### src/rtl/regfile_write_arbiter.sv
`default_nettype none
// ============================================================================
// Module      : regfile_write_arbiter
// Description : Round-robin arbiter that shares the single write port
//               (rw/dw/rwe) of a 4x4-bit register file between two bursting
//               requesters, A and B. A requester keeps the port for a burst.
//               A burst ends on its last beat, on reaching MAX_BURST beats,
//               or when its request drops. Ties go to the requester that did
//               not own the port most recently. After reset, A wins the
//               first tie.
//
// Parameters  : DATA_W    - register data width
//               ADDR_W    - register address width
//               MAX_BURST - beats per grant before a forced hand-over (1..15)
//
// Ports       : clk                          - system clock, rising edge
//               rst                          - synchronous reset, active-high
//               a_req/a_addr/a_data/a_last   - requester A write beat
//               a_gnt                        - A owns the write port
//               b_req/b_addr/b_data/b_last   - requester B write beat
//               b_gnt                        - B owns the write port
//               rw/dw/rwe                    - registered register-file write port
//               err_r0                       - sticky flag: a write to r0 was dropped
//
// Options     : REGFILE_ARB_R0_PROTECT_EN
//                   When defined, accepted beats that address r0 are still
//                   acknowledged and counted. The write enable stays low, so
//                   r0 is not written, and err_r0 sets.
//                   When undefined, r0 is written like any other register,
//                   and err_r0 is tied low.
//
// Revision    : 1.0 - initial release
// ============================================================================
module regfile_write_arbiter #(
    parameter int DATA_W    = 4,
    parameter int ADDR_W    = 2,
    parameter int MAX_BURST = 4
) (
    input  logic              clk,
    input  logic              rst,
    input  logic              a_req,
    input  logic [ADDR_W-1:0] a_addr,
    input  logic [DATA_W-1:0] a_data,
    input  logic              a_last,
    output logic              a_gnt,
    input  logic              b_req,
    input  logic [ADDR_W-1:0] b_addr,
    input  logic [DATA_W-1:0] b_data,
    input  logic              b_last,
    output logic              b_gnt,
    output logic [ADDR_W-1:0] rw,
    output logic [DATA_W-1:0] dw,
    output logic              rwe,
    output logic              err_r0
);

    // State encoding
    localparam logic [1:0] c_ST_IDLE  = 2'd0;
    localparam logic [1:0] c_ST_OWN_A = 2'd1;
    localparam logic [1:0] c_ST_OWN_B = 2'd2;

    // Round-robin pointer values: the requester that wins the next tie
    localparam logic c_RR_A = 1'b0;
    localparam logic c_RR_B = 1'b1;

    localparam logic [3:0] c_MAX_BURST = 4'(MAX_BURST);

    // ------------------------------------------------------------------------
    // State
    // ------------------------------------------------------------------------
    logic [1:0]        r_state;
    logic [1:0]        w_state_nxt;
    logic              r_rr_next;
    logic              w_rr_next_nxt;
    logic [3:0]        r_beat_cnt;
    logic [3:0]        w_beat_cnt_nxt;

    logic [ADDR_W-1:0] r_rw;
    logic [DATA_W-1:0] r_dw;
    logic              r_rwe;

    // ------------------------------------------------------------------------
    // Owner-relative view of the requesters
    // ------------------------------------------------------------------------
    logic              w_own_a;
    logic              w_own_b;
    logic              w_owner_req;
    logic              w_owner_last;
    logic [ADDR_W-1:0] w_owner_addr;
    logic [DATA_W-1:0] w_owner_data;
    logic              w_other_req;
    logic              w_accept;
    logic              w_cap_hit;
    logic              w_burst_end;

    assign w_own_a = (r_state == c_ST_OWN_A);
    assign w_own_b = (r_state == c_ST_OWN_B);

    // Grants come straight from the state register, so no request input
    // has a combinational path to a grant output.
    assign a_gnt = w_own_a;
    assign b_gnt = w_own_b;

    assign w_owner_req  = w_own_a ? a_req  : (w_own_b ? b_req : 1'b0);
    assign w_owner_last = w_own_a ? a_last : b_last;
    assign w_owner_addr = w_own_a ? a_addr : b_addr;
    assign w_owner_data = w_own_a ? a_data : b_data;
    assign w_other_req  = w_own_a ? b_req  : a_req;

    assign w_accept = w_owner_req;

    // The beat being accepted now brings the count up to the cap.
    // MAX_BURST is at most 15, so the 4-bit counter never wraps.
    assign w_cap_hit = ((r_beat_cnt + 4'd1) == c_MAX_BURST);

    // The burst ends when the owner stops requesting, or when an accepted beat
    // is marked last or reaches the cap.
    assign w_burst_end = (w_own_a | w_own_b) &
                         (~w_owner_req | w_owner_last | w_cap_hit);

    // ------------------------------------------------------------------------
    // Next-state logic
    // ------------------------------------------------------------------------
    always_comb begin
        w_state_nxt    = r_state;
        w_rr_next_nxt  = r_rr_next;
        w_beat_cnt_nxt = r_beat_cnt;

        case (r_state)
            c_ST_IDLE: begin
                if (a_req && b_req) begin
                    w_state_nxt = (r_rr_next == c_RR_B) ? c_ST_OWN_B : c_ST_OWN_A;
                end else if (a_req) begin
                    w_state_nxt = c_ST_OWN_A;
                end else if (b_req) begin
                    w_state_nxt = c_ST_OWN_B;
                end
            end

            c_ST_OWN_A, c_ST_OWN_B: begin
                if (w_burst_end) begin
                    w_rr_next_nxt  = w_own_a ? c_RR_B : c_RR_A;
                    w_beat_cnt_nxt = 4'd0;
                    if (w_other_req) begin
                        // Hand over directly, with no idle cycle in between.
                        w_state_nxt = w_own_a ? c_ST_OWN_B : c_ST_OWN_A;
                    end else if (w_owner_req) begin
                        // The burst was ended by last or the cap, but nobody
                        // else is waiting, so the same requester starts a
                        // fresh burst.
                        w_state_nxt = r_state;
                    end else begin
                        w_state_nxt = c_ST_IDLE;
                    end
                end else if (w_accept) begin
                    w_beat_cnt_nxt = r_beat_cnt + 4'd1;
                end
            end

            default: begin
                w_state_nxt = c_ST_IDLE;
            end
        endcase
    end

    always_ff @(posedge clk) begin
        if (rst) begin
            r_state    <= c_ST_IDLE;
            r_rr_next  <= c_RR_A;
            r_beat_cnt <= 4'd0;
        end else begin
            r_state    <= w_state_nxt;
            r_rr_next  <= w_rr_next_nxt;
            r_beat_cnt <= w_beat_cnt_nxt;
        end
    end

    // ------------------------------------------------------------------------
    // Registered write port
    // ------------------------------------------------------------------------
`ifdef REGFILE_ARB_R0_PROTECT_EN
    logic w_addr_is_r0;
    logic r_err_r0;

    assign w_addr_is_r0 = (w_owner_addr == '0);

    always_ff @(posedge clk) begin
        if (rst) begin
            r_rw     <= '0;
            r_dw     <= '0;
            r_rwe    <= 1'b0;
            r_err_r0 <= 1'b0;
        end else if (w_accept) begin
            r_rw  <= w_owner_addr;
            r_dw  <= w_owner_data;
            // A beat to r0 is consumed like any other beat, but its write
            // enable is suppressed.
            r_rwe <= ~w_addr_is_r0;
            if (w_addr_is_r0) begin
                r_err_r0 <= 1'b1;
            end
        end else begin
            r_rwe <= 1'b0;
        end
    end

    assign err_r0 = r_err_r0;
`else
    always_ff @(posedge clk) begin
        if (rst) begin
            r_rw  <= '0;
            r_dw  <= '0;
            r_rwe <= 1'b0;
        end else if (w_accept) begin
            r_rw  <= w_owner_addr;
            r_dw  <= w_owner_data;
            r_rwe <= 1'b1;
        end else begin
            r_rwe <= 1'b0;
        end
    end

    assign err_r0 = 1'b0;
`endif

    assign rw  = r_rw;
    assign dw  = r_dw;
    assign rwe = r_rwe;

endmodule
`default_nettype wire

### config.mk
export PLATFORM = sky130hd
export DESIGN_NAME = regfile_write_arbiter
export DESIGN_NICKNAME = d
export VERILOG_FILES = /design/src/rtl/regfile_write_arbiter.sv
export SDC_FILE = /design/constraint.sdc
export NUM_CORES = 1
export LEC_CHECK = 0
export ABC_CLOCK_PERIOD_IN_PS = 2020
export BUFFER_PORTS_ARGS = -buffer_cell sky130_fd_sc_hd__buf_2
export CORE_UTILIZATION = 48
export CTS_CLUSTER_DIAMETER = 200
export CTS_CLUSTER_SIZE = 24
export DETAILED_ROUTE_END_ITERATION = 10
export GPL_TIMING_DRIVEN = 0
export PLACE_DENSITY = 0.77
export SLEW_MARGIN = 20
export SYNTH_ARGS = -nofsm -noshare
export SYNTH_HDL_FRONTEND = slang
export SYNTH_SLANG_ARGS = --single-unit
export TNS_END_PERCENT = 1
### constraint.sdc
create_clock -name clk -period 2.02 [get_ports clk]
set_input_delay 0.303 -clock clk [delete_from_list [all_inputs] [get_ports clk]]
set_output_delay 0.303 -clock clk [all_outputs]
set_load 0.02 [all_outputs]
# == Yosys cells after proc, flatten, opt, wreduce, memory -nomap -nowiden ==
# Cells that the tools add are included.
# totals
register_bits,14
input_bits,18
output_inout_bits,10
wordCells,44
# classes
addsub,1
n_eq_ne,6
muxes,19
bitwise_logic,5
reduce_logical,7
# op_table
op,n
$mux 2,9
$mux 4,3
$mux 1,6
$add 4x1->4 const B,1
$eq 4x3->1 const B,1
$ne 4x4->1 const B,1
$pmux 2 s2,1
$reduce_and 2->1,2
$ne 3x3->1 const B,1
$or 1x1->1,3
$reduce_and 3->1,1
$eq 2x1->1 const B,1
$eq 2x2->1 const B,1
$logic_not 2->1,1
$ne 2x2->1 const B,1
$reduce_bool 2->1,1
$reduce_or 2->1,1
$and 1x1->1,1
$logic_and 1x1->1,1
$not 1->1,1

# == Longest topological paths before layout ==
# depth
depth_word,9
mapped_depth,7
ltp_nobuf,6

# == Worst setup path after synthesis ==
# No wires, ideal clock.
# synth_path
path_type,register -> register
from,register r_state[1]
to,register r_state[0]
setup_ps,123
arrival_ps,1455
t_required_ps,1897
path_slack_ps,442
path_stages_with_launch,7
path_buffers,0
period_less_slack_ps,1578
path_cell_list,dfxtp_1 > inv_1 > ha_1 > mux2_4 > a21oi_4 > o22ai_2 > mux2i_1
# synth_lines
element,line,source
from (decl),71,logic [1:0] r_state;
from (signal assigned),168,r_state <= c_ST_IDLE;
from (signal assigned),172,r_state <= w_state_nxt;
$eq 2x1->1 (*),96,assign w_own_a = (r_state == c_ST_OWN_A);
net a_gnt,45,"output logic a_gnt,"
$mux 1,104,assign w_owner_req = w_own_a ? a_req : (w_own_b ? b_req : 1'b0);
$not 1->1,119,(~w_owner_req | w_owner_last | w_cap_hit);
$or 1x1->1 (2 in series),119,
$and 1x1->1,118,assign w_burst_end = (w_own_a | w_own_b) &
$ne 2x2->1 (no source line),n/a,
$reduce_and 3->1 (no source line),n/a,
# Mark *: on every way through the listed nets, which the timed path passes. The rest lies on a longest branch. The select of a mux whose other input is x is not followed.
# A chain may end at the register's enable or synchronous reset.

# == Worst setup path after layout ==
# layout_path
from,register r_state[1]
to,register r_beat_cnt[0]
# layout_between
elab_chain_cells,9
# layout_lines
element,line,source
$eq 2x2->1,"97, 129",
$mux 1 (2 in series),104,
$not 1->1,119,
$or 1x1->1 (2 in series),119,
$and 1x1->1,118,
$reduce_bool 2->1 (no source line),n/a,
$reduce_and 2->1 (no source line),n/a,
to (signal assigned),174,r_beat_cnt <= w_beat_cnt_nxt;
to (decl),75,logic [3:0] r_beat_cnt;
# Parallel ways exist; a longest one is shown, timed or not.

==> flow_metrics.env <==
export IMPL_grt_use_total_pct=19.03
export IMPL_yosysWarnings=0
export IMPL_power_switching_uw=277.3
export IMPL_regArea_um2=280.3
export IMPL_overflow=0
export IMPL_drc=0
export IMPL_end_kind="flip-flop"
export IMPL_hold_viol_final=0
export IMPL_syn2layout_area_growth_pct=22.64
export IMPL_ff2ff_path_depth=7
export IMPL_min_period_over_period_pct=81.91
export IMPL_io_buffers=26
export IMPL_ant_nets=0
export IMPL_ys_seq_area_share_pct=34.04
export IMPL_path_class="reg2reg"
export IMPL_io_pins=28
export IMPL_cts_root_buf="clkbuf_4"
export IMPL_max_clock_freq_mhz=604.4
export IMPL_post_cts_resized=0
export IMPL_finish_utilization_pct=64.77
export IMPL_fin_crit_ns=1.655
export IMPL_routed_wl_um=1639
export IMPL_place_hpwl_um=1200
export IMPL_cp_arrival_ns=1.87
export IMPL_dieHeight_um=43.42
export IMPL_vdd_drop_max_v=0.0004181
export IMPL_coreArea_um2=1559
export IMPL_final_cell_mix="buf_2, dfxtp_1, mux2i_1"
export IMPL_grt_busiest_layer="met2"
export IMPL_wl_per_cell_um=12.05
export IMPL_slowest_stage="dfxtp_1"
export IMPL_endpoint="r_beat_cnt[0]"
export IMPL_synth_xor_area_share_pct=1.064
export IMPL_synth_seq_cells=14
export IMPL_grt_pass1_wl_um=2670
export IMPL_pwr_share_seq_pct=39.6
export IMPL_cts_setup_buffers=0
export IMPL_power_density_nw_per_um2=807.8
export IMPL_power_uw=815.6
export IMPL_status="complete, no violations"
export IMPL_pwr_share_clk_pct=24.9
export IMPL_start_util_pct=52.81
export IMPL_nFillCells=138
export IMPL_fin_ws_ns=0.3655
export IMPL_clk_latency_ns=0.28
export IMPL_preCtsSetupSlack_ns=0.3952
export IMPL_reg2reg_to="r_beat_cnt[0]"
export IMPL_synth_area_um2=823.3
export IMPL_p_comb_share_pct=35.6
export IMPL_synthAdderAreaFrac_pct=7.599
export IMPL_power_leakage_uw=0.0004519
export IMPL_crit_path_start_kind="flip-flop"
export IMPL_synth_top_family_by_area="simple AND/OR/NAND/NOR gates"
export IMPL_crit_fanout=10
export IMPL_cts_made_buffers=3
export IMPL_rsz0062_at_grt="no"
export IMPL_required_ns=2.23
export IMPL_cts_hold_buf=0
export IMPL_cts_tree="built"
export IMPL_use_met1_pct=23.83
export IMPL_grt_use_met2_pct=30.61
export IMPL_routabilityCongestion=0.8006
export IMPL_synth_nets=113
export IMPL_num_rows=14
export IMPL_finClkSkew_ns=0.004886
export IMPL_syn_instance_count=90
export IMPL_yosys_area_share_simple_pct=18.24
export IMPL_via_count=745
export IMPL_htree_levels=1
export IMPL_setup_viol=0
export IMPL_r2r_start="r_state[1]"
export IMPL_drive_gt1_share_pct=32.50
export IMPL_cp_startpoint="r_state[1]"
export IMPL_die_width_um=43.42
export IMPL_antenna_found_initial=0
export IMPL_synth_mux_area_share_pct=15.20
export IMPL_ys_types=29
export IMPL_final_cell_area_um2=1010
export IMPL_antenna_cells=0
export IMPL_grt_max_degree=11
export IMPL_first_global_vias=663
export IMPL_detail_route_first_pass_iterations=4
export IMPL_multiInputGateArea_um2=493.0
export IMPL_slew_viol_final=0
export IMPL_path_cells="inv_1 > ha_1 > nand3b_1 > nand2_2 > buf_4 > nand4b_1 > a21oi_1"
export IMPL_tns_ns=0
export IMPL_nNetsFinal=144
export IMPL_hold_path_class="in2reg"
export IMPL_viasPerCell=5.478
export IMPL_clk_pin_slew_worst_paths_ns=0.09
export IMPL_cts_path_max_buffers=2
export IMPL_switching_share_pct=33.99
export IMPL_place_area_um2=973.4
export IMPL_drtIter0Drc=21
export IMPL_avgSynthCellArea_um2=9.148
export IMPL_final_common_cell="buf_2"
export IMPL_grt_use_met3_pct=5.000
export IMPL_max_stage_delay_ns=0.39
export IMPL_die_area_um2=1885
export IMPL_maxCapViolations=0
export IMPL_intPower_uw=538.4
export IMPL_r2r_setup_slack_ns=0.37
export IMPL_cts_sinks=14
export IMPL_synth_compound_area_share_pct=17.33
worst max-delay path, delay by kind of cell, from the launching register on:
family / cells / cell delay [ns]
adders and majority gates: 1 / 0.24
and+or+nand+nor: 3 / 0.53
buffers and inverters: 2 / 0.29
DFF: 1 / 0.39
AOI/OAI and AO/OA: 1 / 0.13
worst min-delay path by stage:
stage          cells past startpoint  slack [ns]             to     startpoint
3_5_place_dp                       2        0.49          dw[1]          dw[1]
6_report                           2        0.24          dw[1]            rst
2_1_floorplan                      1        0.38          dw[0]            rst
4_1_cts                            2        0.24          dw[0]            rst
5_1_grt                            2        0.24          dw[1]            rst
3_3_place_gp                       2        0.48  r_beat_cnt[1]  r_beat_cnt[1]
sequential cells by signal, indices dropped and copies added (netlist names):
signal / flops
dw: 4
r_beat_cnt: 4
r_rr_next: 1
r_state: 2
rw: 2
rwe: 1
metal layers:
layer / vias up / wire length [um]
li1: 377 / -
met1: 334 / 717
met2: 30 / 777
met3: 4 / 126
met4: 0 / 18
met5: - / 0
final cells by class:
| cell class | count | area share, % |
|---|---|---|
| plain buffers | 5 | 3.098 |
| multi-input cells | 66 | 48.82 |
| flip-flops and latches | 14 | 27.76 |
| repair buffers | 26 | 12.89 |
| inverters | 5 | 1.859 |
| clock buffers | 4 | 3.594 |
| well taps | 16 | 1.983 |
kinds of logic after synthesis:
kind of cell	Yosys count
AND/OR/NAND/NOR	29
AO/OA/AOI/OAI	18
flip-flops	14
multiplexers	12
buffers and inverters	10
adder cells (fa/ha/maj)	5
other	1
XOR/XNOR	1
synth_stat cells, drive strengths merged:
cell type / number / area (um2)
nor3: 1 / 5.000
nand3: 3 / 15.01
mux2i: 11 / 110.1
dfxtp: 14 / 280.3
ha: 5 / 62.56
conb: 1 / 3.750
clkbuf: 1 / 3.750
nand2b: 5 / 31.28
a31oi: 1 / 6.260
a21oi: 5 / 36.29
xor2: 1 / 8.760
a22o: 1 / 8.760
nand4: 2 / 12.51
nor2: 9 / 33.78
a211oi: 7 / 57.55
nand3b: 3 / 22.52
nand2: 5 / 21.27
a21boi: 1 / 7.510
buf: 4 / 27.52
nand4b: 1 / 8.760
o22ai: 2 / 18.77
mux2: 1 / 15.01
inv: 5 / 18.77
a22oi: 1 / 7.510
power by group through the flow:
stage	clock network, uW	logic [uW]	registers (uW)
final	203	290	323
after global routing	222	319	327
after CTS	209	291	323
after detailed placement	0	290	329
after global placement	0	286	327
after floorplan	0	191	351
through the flow:
stage                     hold WS, ns  std cells
after floorplan                0.3758         90
after global placement         0.4797        132
after detailed placement       0.4932        132
after CTS                      0.2421        136
after global routing           0.2434        136
final                          0.2433        136
Power figures use the tool's default switching activity.
